[src/rtl/debug_pkg.sv]
// Shared definitions for the debug memory dump reader: FSM encoding and
// byte-framing constants for the data-memory word to UART byte stream.
package debug_pkg;

  localparam int DMEM_LEN       = 32;
  localparam int NB_BYTE        = 8;
  localparam int BYTES_PER_WORD = DMEM_LEN / NB_BYTE;
  localparam int NB_BCNT        = 2;

  typedef enum logic [2:0] {
    ST_IDLE    = 3'd0,
    ST_READ    = 3'd1,
    ST_CAPTURE = 3'd2,
    ST_SEND    = 3'd3,
    ST_WAIT_TX = 3'd4,
    ST_DONE    = 3'd5
  } dump_state_e;

endpackage

[src/rtl/debug_mem_dump.sv]
// Debug-side data-memory reader. While the pipeline is halted it walks word
// addresses 0..DUMP_WORDS-1 and streams each word MSB-first as four bytes
// over the UART start/done handshake.
//
// state      | meaning
// -----------+------------------------------------------------------------
// ST_IDLE    | waiting for a start request while halted
// ST_READ    | word address presented, read strobe asserted
// ST_CAPTURE | memory data valid, latched into the word register
// ST_SEND    | byte on o_tx_data, o_tx_start pulsed
// ST_WAIT_TX | waiting for the transmitter to acknowledge the byte
// ST_DONE    | last byte acknowledged, o_done pulsed
module debug_mem_dump
  import debug_pkg::*;
#(
  parameter int LEN        = 32,
  parameter int NB_BYTE    = 8,
  parameter int DUMP_WORDS = 2048,
  parameter int NB_WCNT    = 11
) (
  input  logic               i_clk,
  input  logic               i_rst,
  input  logic               i_start,
  input  logic               i_halted,
  output logic [LEN-1:0]     o_mem_addr,
  output logic               o_mem_rd_en,
  input  logic [LEN-1:0]     i_mem_data,
  output logic [NB_BYTE-1:0] o_tx_data,
  output logic               o_tx_start,
  input  logic               i_tx_done,
  output logic               o_busy,
  output logic               o_done
);

  localparam logic [NB_WCNT-1:0] WCNT_LAST = NB_WCNT'(DUMP_WORDS - 1);
  localparam logic [NB_BCNT-1:0] BCNT_LAST = NB_BCNT'(BYTES_PER_WORD - 1);

  dump_state_e          state_q;
  logic [NB_WCNT-1:0]   wcnt_q;
  logic [NB_BCNT-1:0]   bcnt_q;
  logic [LEN-1:0]       word_q;
  logic [NB_BYTE-1:0]   tx_data_q;

  // Big-endian byte pick: index 0 is the most significant byte.
  function automatic logic [NB_BYTE-1:0] sel_byte(input logic [LEN-1:0]     w,
                                                 input logic [NB_BCNT-1:0] k);
    return w[LEN-1-NB_BYTE*int'(k) -: NB_BYTE];
  endfunction

  // Dump sequencer: walks words and bytes, loads the transmit byte on entry to SEND.
  always_ff @(posedge i_clk or negedge i_rst) begin
    if (!i_rst) begin
      state_q   <= ST_IDLE;
      wcnt_q    <= '0;
      bcnt_q    <= '0;
      word_q    <= '0;
      tx_data_q <= '0;
    end else begin
      case (state_q)
        ST_IDLE: begin
          if (i_start && i_halted) begin
            wcnt_q  <= '0;
            bcnt_q  <= '0;
            state_q <= ST_READ;
          end
        end
        ST_READ: begin
          state_q <= ST_CAPTURE;
        end
        ST_CAPTURE: begin
          // Byte 0 comes straight from the read port so SEND can follow immediately.
          word_q    <= i_mem_data;
          tx_data_q <= sel_byte(i_mem_data, '0);
          state_q   <= ST_SEND;
        end
        ST_SEND: begin
          state_q <= ST_WAIT_TX;
        end
        ST_WAIT_TX: begin
          if (i_tx_done) begin
            if (bcnt_q != BCNT_LAST) begin
              bcnt_q    <= bcnt_q + 1'b1;
              tx_data_q <= sel_byte(word_q, bcnt_q + 1'b1);
              state_q   <= ST_SEND;
            end else if (wcnt_q != WCNT_LAST) begin
              wcnt_q  <= wcnt_q + 1'b1;
              bcnt_q  <= '0;
              state_q <= ST_READ;
            end else begin
              state_q <= ST_DONE;
            end
          end
        end
        ST_DONE: begin
          state_q <= ST_IDLE;
        end
        default: begin
          state_q <= ST_IDLE;
        end
      endcase
    end
  end

  // Address only moves on the WAIT_TX -> READ step, so it is stable for all four bytes.
  assign o_mem_addr  = LEN'(wcnt_q);
  assign o_mem_rd_en = (state_q == ST_READ);
  assign o_tx_data   = tx_data_q;
  assign o_tx_start  = (state_q == ST_SEND);
  assign o_busy      = (state_q != ST_IDLE);
  assign o_done      = (state_q == ST_DONE);

endmodule

[config.mk]
export PLATFORM = sky130hd
export DESIGN_NAME = debug_mem_dump
export DESIGN_NICKNAME = d
export VERILOG_FILES = /design/src/rtl/debug_pkg.sv /design/src/rtl/debug_mem_dump.sv
export SDC_FILE = /design/constraint.sdc
export NUM_CORES = 1
export LEC_CHECK = 0
export ABC_AREA = 1
export BUFFER_PORTS_ARGS = -buffer_cell sky130_fd_sc_hd__buf_2
export CAP_MARGIN = 5
export CORE_ASPECT_RATIO = 0.6
export CORE_MARGIN = 1.5
export CORE_UTILIZATION = 35
export CTS_CLUSTER_SIZE = 30
export DETAILED_ROUTE_END_ITERATION = 10
export GPL_TIMING_DRIVEN = 0
export SYNTH_ARGS = -nofsm -noshare
export SYNTH_HDL_FRONTEND = slang
export SYNTH_SLANG_ARGS = --single-unit
export TNS_END_PERCENT = 50
[constraint.sdc]
create_clock -name i_clk -period 1.68 [get_ports i_clk]
set_input_delay 0.168 -clock i_clk [delete_from_list [all_inputs] [get_ports i_clk]]
set_output_delay 0.168 -clock i_clk [all_outputs]
set_load 0.02 [all_outputs]
==> flow_summary.ini, run 1 <==
[critical_path]
crit_arrival_ns = 1.83
end_kind = register
crit_family = simple AND/OR/NAND/NOR gates
start_kind = register
slowest_stage = dfrtp_2
slowest_delay_ns = 0.44
required_ns = 1.87
path_buf_inv = 1
path_cells = ha_4, nand2_4, nor2_4, nand2_4, nor2_4, nand2_2, nand2_4, clkbuf_16, o21ai_2
crit_path_max_fanout = 7
cpMostUsedCell = nand2_4
worstSetupPathType = reg2reg

[layout]
fin_util = 0.4549
num_antenna_cells = 0
multi_input_area_um2 = 1373
fill_cells = 880
layout_commonest_cell = nand2_1
area_growth_pct = 27.01
most-common-layout-cells = 145 x nand2_1, 63 x buf_2, 55 x dfrtp_1, 33 x o21ai_0, 31 x buf_4
register_area_um2 = 1403
layout-drive-gt1-share = 0.2918
fin_cells = 602
final_nets = 528

[floorplanning]
die_w_um = 123.1
pin_count = 81
die_h_um = 75.06
core-area_um2 = 8458
die-area_um2 = 9240
initial_core_util = 0.3581
row_count = 26

[outcome]
status = complete, but fails checks
violations = hold timing

[grt]
grt_max_degree = 57
grt_pass1_vias = 2577
grt_pass1_wl_um = 12520
grt-ovfl-total = 0
antenna_found_initial = 0
grtUsageTotal = 0.1787

[placement]
placed_cells = 584
place_congestion = 0.8098
hpwl_um = 5696
numPortBuffers = 59

[yosys]
synth_edf_count = 0
synth-main-ff-cell = dfrtp_1
netlist_instances = 393
ys_seq_area_frac = 0.4626
syn_area_um2 = 3029
avgSynthCellArea_um2 = 7.708
synthArstFlopShare = 1.000
yosysUniqueCellTypes = 31
synth_seq_cells = 56
ys_warn_count = 0

[detailed_routing]
first_iter_violations = 124
via_count = 2729
ant_nets = 0
wl_um = 7725
drcViolationCount = 0
dr.pass1.iters = 4
wl_per_cell_um = 12.83
vias_per_cell = 4.533

[sta]
finalClockSkew_ns = 0.008262
tns_ns = 0
hold_viol = 56
setup_viol = 0
timing.fmax_mhz = 608.5
rsz0062_at_grt = true
slew_viol_final = 0
hold_slack_ns = -0.08218
fin_crit_sh = 0.9782
min_period_ns = 1.643
slew_headroom = 0.5133
tightest_slew_ns = 0.7301

[power_and_ir_drop]
power_density_nw_per_um2 = 1602
leakagePower_uw = 0.002023
design_power_total_uw = 6163
irDropWorstVdd_v = 0.0006533

[cts]
cts_buffers = 5
htreeDepth = 2
cts_tree = built
hold_buffers = 0
cts.sinks = 56
max-clock-path-buffers = 2
clock_latency_ns = 0.30
clockRootBuffer = clkbuf_16
clk_pin_slew_ns = 0.07

[hold_path]
min_path_type = in2async

[job]
cap_violations = 0
==> timing repair <==
action / CTS / global route
resized for setup: 5 / 9
endpoints found under the hold margin: 0 / 0
setup endpoints to repair: 13 / 29
cloned: 0 / 1
pin swaps: 1 / 5
buffers inserted: 3 / 6
==> worst paths after layout <==
check                                from         end  slack [ns]  cells past startpoint
setup / recovery                wcnt_q[0]   wcnt_q[2]        0.04                      9
hold / removal                      i_rst   wcnt_q[9]       -0.08                      1
setup reg to reg                wcnt_q[0]   wcnt_q[2]        0.04                      9
hold reg to reg                word_q[13]  word_q[13]        0.47                      2
max in group asynchronous           i_rst   wcnt_q[0]        1.26                      1
min in group i_clk         i_mem_data[11]  word_q[11]        0.07                      3
==> report_power, final <==
group	leakage [µW]	internal, µW	switching, µW
Combinational	0.00123	1010	1780
Sequential	0.000710	1880	289
Clock	0.0000798	702	498
==> synthesized netlist by cell type, types with 3 or more instances <==
| cell type | instances | area share |
|---|---|---|
| o21ai_1 | 4 | 0.0066 |
| buf_2 | 6 | 0.0099 |
| dfrtp_1 | 56 | 0.46 |
| o21ai_2 | 7 | 0.020 |
| nor3_1 | 5 | 0.0083 |
| o211ai_1 | 7 | 0.017 |
| nand2_1 | 146 | 0.18 |
| nor2_2 | 3 | 0.0062 |
| clkbuf_1 | 7 | 0.0087 |
| nand2_2 | 11 | 0.023 |
| buf_4 | 21 | 0.052 |
| inv_1 | 29 | 0.036 |
| nand3_1 | 24 | 0.040 |
| nor2_1 | 9 | 0.011 |
| inv_2 | 4 | 0.0050 |
| o21ai_0 | 33 | 0.055 |
==> state kept, by name, summed over array words and instances, names as in the netlist <==
| signal | flops |
|---|---|
| state_q | 3 |
| o_tx_data | 8 |
| word_q | 32 |
| bcnt_q | 2 |
| wcnt_q | 11 |
==> layout make-up <==
class / count / share of cell area
Clock buffer: 5 / 0.03252
Timing Repair Buffer: 69 / 0.1015
Sequential cell: 56 / 0.3646
Tap cell: 112 / 0.03642
Inverter: 35 / 0.03512
Clock inverter: 3 / 0.01106
Multi-Input combinational cell: 287 / 0.3567
Buffer: 35 / 0.06211
==> layer usage <==
layer  GRT usage  part of all wire  vias up
met4     0.03193            0.0044        0
met5           0                 0        -
met2      0.2586              0.42       61
li1            -                 -     1388
met3     0.04924             0.051        4
met1      0.2691              0.52     1276
==> metrics by stage <==
| stage | worst slack, ns | area, µm² |
|---|---|---|
| after detailed placement | -0.08746 | 3540 |
| after global placement | -0.06522 | 3540 |
| final | 0.03670 | 3847 |
| after CTS | 0.002674 | 3742 |
| after floorplan | 0.02917 | 3104 |
| after global routing | -0.05826 | 3847 |
==> cell families after synthesis <==
logic type | synth area share
AND/OR/NAND/NOR | 0.2941
buffers and inverters | 0.1210
flip-flops | 0.4626
AO/OA/AOI/OAI | 0.1070
XOR/XNOR | 0.005784
adder cells (fa/ha/maj) | 0.008260
other | 0.001238
Note: power is estimated with default switching activity, not from simulation.
==> run 2, diff against run 1 <==
==> constraint.sdc (replaced) <==
create_clock -name i_clk -period 1.68 [get_ports i_clk]
set_input_delay 0.084 -clock i_clk [delete_from_list [all_inputs] [get_ports i_clk]]
set_output_delay 0.084 -clock i_clk [all_outputs]
set_load 0.02 [all_outputs]
==> run 2 against run 1 <==
Against the previous run: the run now ends clean; global-route usage is essentially flat; sequential share of layout area shrank 1.4 points; sequential power is essentially flat; sequential cell count is the same; clock power is essentially flat; cell count grew 2.5%; clock-buffer cell count is the same; non-clock buffer count grew 15; first-iteration DRC count grew 13%; combinational power is essentially flat; design area grew 3.9%; hold slack gained 0.088 ns.
==> flow_summary.ini, run 2 (same netlist as run 1, synthesis figures left out) <==
[floorplanning]
die-area_um2 = 9240
die_w_um = 123.1
initial_core_util = 0.3581
pin_count = 81
die_h_um = 75.06
core-area_um2 = 8458
row_count = 26

[detailed_routing]
wl_per_cell_um = 12.69
via_count = 2770
first_iter_violations = 140
drcViolationCount = 0
ant_nets = 0
wl_um = 7828
dr.pass1.iters = 5
vias_per_cell = 4.489

[layout]
final_nets = 543
layout_commonest_cell = nand2_1
layout-drive-gt1-share = 0.2832
largest_reg_flops = 32
most-common-layout-cells = 145 x nand2_1, 63 x buf_2, 55 x dfrtp_1, 33 x o21ai_0, 31 x buf_4
regMostFlops = word_q
area_growth_pct = 31.97
num_antenna_cells = 0

[grt]
grt_pass1_vias = 2563
antenna_found_initial = 0
grt_pass1_wl_um = 12560
grt-ovfl-total = 0
grt_max_degree = 57
grtUsageTotal = 0.1789

[power_and_ir_drop]
combPwrFrac = 0.456
design_power_total_uw = 6193
power_switching_share = 0.4160
leakagePower_uw = 0.002085
p_clk_frac = 0.194
irDropWorstVdd_v = 0.0006540
seq_power_share = 0.351
power_density_nw_per_um2 = 1549
p_sw_uw = 2576
power.internal_uw = 3616

[cts]
htreeDepth = 2
clock_latency_ns = 0.30
clockRootBuffer = clkbuf_16
max-clock-path-buffers = 2
cts_tree = built
cts_buffers = 5
cts.sinks = 56
clk_pin_slew_ns = 0.07

[sta]
fin_crit_sh = 0.9768
hold_viol = 0
min_period_ns = 1.641
setup_viol = 0
timing.fmax_mhz = 609.4
slew_viol_final = 0
tightest_slew_ns = 0.7379
finalClockSkew_ns = 0.008513
rsz0062_at_grt = true
slew_headroom = 0.5080
setup_slack_ns = 0.03893

[critical_path]
start_kind = register
worstSetupPathType = reg2reg
slowest_delay_ns = 0.45
end_kind = register
crit_path_max_fanout = 7
slowest_stage = dfrtp_2
required_ns = 1.87
crit_arrival_ns = 1.83
cpMostUsedCell = nand2_4
path_cells = ha_4, nand2_4, nor2_4, nand2_4, nor2_4, nand2_2, nand2_4, clkbuf_16, o21ai_2

[hold_path]
min_path_type = in2reg

[outcome]
status = complete, no violations

[job]
cap_violations = 0

[placement]
post-place-ws_ns = -0.08746
place_congestion = 0.8098
numPortBuffers = 59
hpwl_um = 5696
==> run 2: final timing paths <==
path | from | endpoint | slack [ns] | cells past startpoint
min in group asynchronous | i_rst | wcnt_q[7] | 0.37 | 2
max reg2reg | wcnt_q[0] | wcnt_q[2] | 0.04 | 9
min | i_mem_data[2] | word_q[2] | 0.005 | 3
max in group asynchronous | i_rst | o_tx_data[5] | 0.80 | 2
max | wcnt_q[0] | wcnt_q[2] | 0.04 | 9
min reg2reg | word_q[13] | word_q[13] | 0.47 | 2
==> run 2: timing repair <==
item,4_1_cts,5_1_grt
endpoints found under the setup margin,13,29
endpoints found under the hold margin,13,57
cloned,0,1
hold buffers,13,2
pin swaps,1,5
gates resized for setup,5,9
buffers inserted,3,6
==> run 2: per-layer routing <==
layer	wire [µm]	up-vias	GRT usage	part of all wire
li1	-	1416	-	-
met1	4119	1294	0.2713	0.53
met2	3356	58	0.2568	0.43
met3	332	2	0.04924	0.042
met4	20	0	0.03065	0.0026
met5	0	-	0	0
==> run 2: area by class of cell <==
cell class              count  area [µm²]
clock buffers               5       125.1
multi-input cells         287        1373
flip-flops and latches     56        1403
inverters                  35       135.1
plain buffers              35       239.0
repair buffers             84       540.5
clock inverters             3       42.54
fillers                   866        4461
well taps                 112       140.1
==> run 2: critical path: cells and delay by family, from the launching register on <==
kind / cells / cell delay [ns]
and+or+nand+nor: 6 / 0.67
DFF: 1 / 0.45
adders and majority gates: 1 / 0.17
buffers and inverters: 1 / 0.17
AOI/OAI and AO/OA: 1 / 0.05
==> run 2: power groups by stage <==
stage | Sequential (µW) | Combinational [µW] | Clock [µW]
detailed placement | 2180 | 2540 | 0
floorplan | 2240 | 1710 | 0
finish | 2170 | 2820 | 1200
CTS | 2170 | 2670 | 1230
global route | 2230 | 3200 | 1290
global placement | 2170 | 2490 | 0
==> run 2: through the flow <==
stage                     hold slack (ns)  utilization  std cells  TNS [ns]  instance area (µm²)
after floorplan                   -0.2116            -        413         0                 3104
after global placement             0.2921       0.4185        584   -0.5358                 3540
after detailed placement           0.2954       0.4185        584   -0.7467                 3540
after CTS                        0.001099       0.4578        608         0                 3872
after global routing             0.008836       0.4726        617   -0.7126                 3998
final                            0.005399       0.4726        617         0                 3998
==> run 3, diff against run 2 <==
Settings changed: CTS_BUF_LIST from default to sky130_fd_sc_hd__clkbuf_8.
==> run 3 against run 2 <==
Against the previous run: global-route usage increased by 0.53 points; sequential cell count stayed put; hold slack improved by 0.068 ns; die area unchanged; critical path type unchanged; largest power group unchanged.
==> flow_summary.ini, run 3 (same netlist as run 1, synthesis figures left out) <==
[sta]
finalClockSkew_ns = 0.01274
rsz0062_at_grt = true
timing.fmax_mhz = 630.8
hold_viol = 0
tightest_slew_ns = 0.7446
slew_viol_final = 0
min_period_ns = 1.585
slew_headroom = 0.5036
setup_viol = 0
fin_crit_sh = 0.9437

[critical_path]
end_kind = register
rr_worst_depth = 9
r2r_end = wcnt_q[2]
crit_arrival_ns = 1.81
r2r_start = wcnt_q[0]
required_ns = 1.90
crit_path_max_fanout = 8
timing.reg2reg.setup_slack_ns = 0.09
worstSetupPathType = reg2reg
start_kind = register

[grt]
grt-ovfl-total = 0
antenna_found_initial = 0
grtUsageTotal = 0.1842
grt_pass1_wl_um = 12900
grt_pass1_vias = 2658
grt_max_degree = 57

[detailed_routing]
ant_nets = 0
via_count = 2838
first_iter_violations = 133
drcViolationCount = 0
wl_per_cell_um = 12.41
wl_um = 7854
vias_per_cell = 4.483
dr.pass1.iters = 4

[floorplanning]
core-area_um2 = 8458
row_count = 26
die_h_um = 75.06
die_w_um = 123.1
die-area_um2 = 9240
initial_core_util = 0.3581
pin_count = 81

[placement]
place_area_um2 = 3540
numPortBuffers = 59
place_congestion = 0.8098
hpwl_um = 5696

[hold_path]
holdPathStages = 4
hp-start = i_tx_done
hold_end = state_q[2]
min_path_type = in2reg

[cts]
clk_pin_slew_ns = 0.11
cts.sinks = 56
cts_buffers = 5
clockRootBuffer = clkbuf_8
max-clock-path-buffers = 2
htreeDepth = 2
cts_tree = built
clock_latency_ns = 0.33

[layout]
fin_util = 0.4840
largest_reg_flops = 32
num_antenna_cells = 0
fin_area_um2 = 4094
register_area_um2 = 1403
most-common-layout-cells = 146 x nand2_1, 63 x buf_2, 55 x dfrtp_1, 33 x o21ai_0, 33 x dlygate4sd3_1
fill_cells = 865
regMostFlops = word_q
final_nets = 559
layout-drive-gt1-share = 0.2687
multi_input_area_um2 = 1360
layout_commonest_cell = nand2_1
area_growth_pct = 35.15

[outcome]
status = complete, no violations

[job]
cap_violations = 0

[power_and_ir_drop]
leakagePower_uw = 0.002094
power_density_nw_per_um2 = 1442
irDropWorstVdd_v = 0.0007114
run 3: timing repair:
item,in CTS,in global routing
gates resized for setup,5,6
setup buffers,3,4
hold endpoints to repair,32,56
pin swaps,2,2
gates cloned,0,1
hold buffers,32,1
endpoints found under the setup margin,20,32
run 3: worst max-delay path by stage:
stage | start | slack (ns) | to
floorplan | wcnt_q[0] | 0.03 | wcnt_q[8]
global placement | wcnt_q[0] | -0.07 | wcnt_q[8]
detailed placement | wcnt_q[0] | -0.09 | wcnt_q[7]
CTS | wcnt_q[0] | 0.01 | wcnt_q[7]
global route | state_q[0] | -0.06 | o_tx_data[6]
finish | wcnt_q[0] | 0.09 | wcnt_q[2]
run 3: routing by layer:
layer | routed length, µm | vias to the layer above | global-route usage
met1 | 4164 | 1319 | 0.2737
met4 | 56 | 0 | 0.03448
met3 | 344 | 6 | 0.04848
met5 | 0 | - | 0
li1 | - | 1452 | -
met2 | 3289 | 61 | 0.2722
run 3: stage by stage:
stage	TNS (ns)	power, µW	std cells	hold WS [ns]	setup WS (ns)
after floorplan	0	3954	413	-0.2116	0.02917
after global placement	-0.5358	4659	584	0.2921	-0.06522
after detailed placement	-0.7467	4723	584	0.2954	-0.08746
after CTS	0	5781	627	0.06292	0.01156
after global routing	-0.5410	6439	633	0.09912	-0.06236
final	0	5903	633	0.07299	0.09459
run 3: area by class of cell:
| class | instances | area share |
|---|---|---|
| plain buffers | 35 | 0.05837 |
| clock inverters | 3 | 0.01039 |
| clock buffers | 5 | 0.01681 |
| flip-flops and latches | 56 | 0.3426 |
| multi-input cells | 287 | 0.3322 |
| inverters | 35 | 0.03301 |
| repair buffers | 100 | 0.1724 |
| well taps | 112 | 0.03423 |
run 3: worst max-delay path, cell delays in order, from the launching register on:
cell	delay (ns)
dfrtp_2	0.47
ha_4	0.16
nand2_2	0.07
nor2_4	0.12
nand2_2	0.10
nor2_4	0.10
nand2_1	0.09
nand2_4	0.14
clkbuf_16	0.17
o21ai_2	0.05
run 3: report_power, final:
part | internal (µW) | switching (µW) | total (µW)
registers | 1880 | 290 | 2170
clock network | 442 | 477 | 919
logic | 1040 | 1780 | 2810
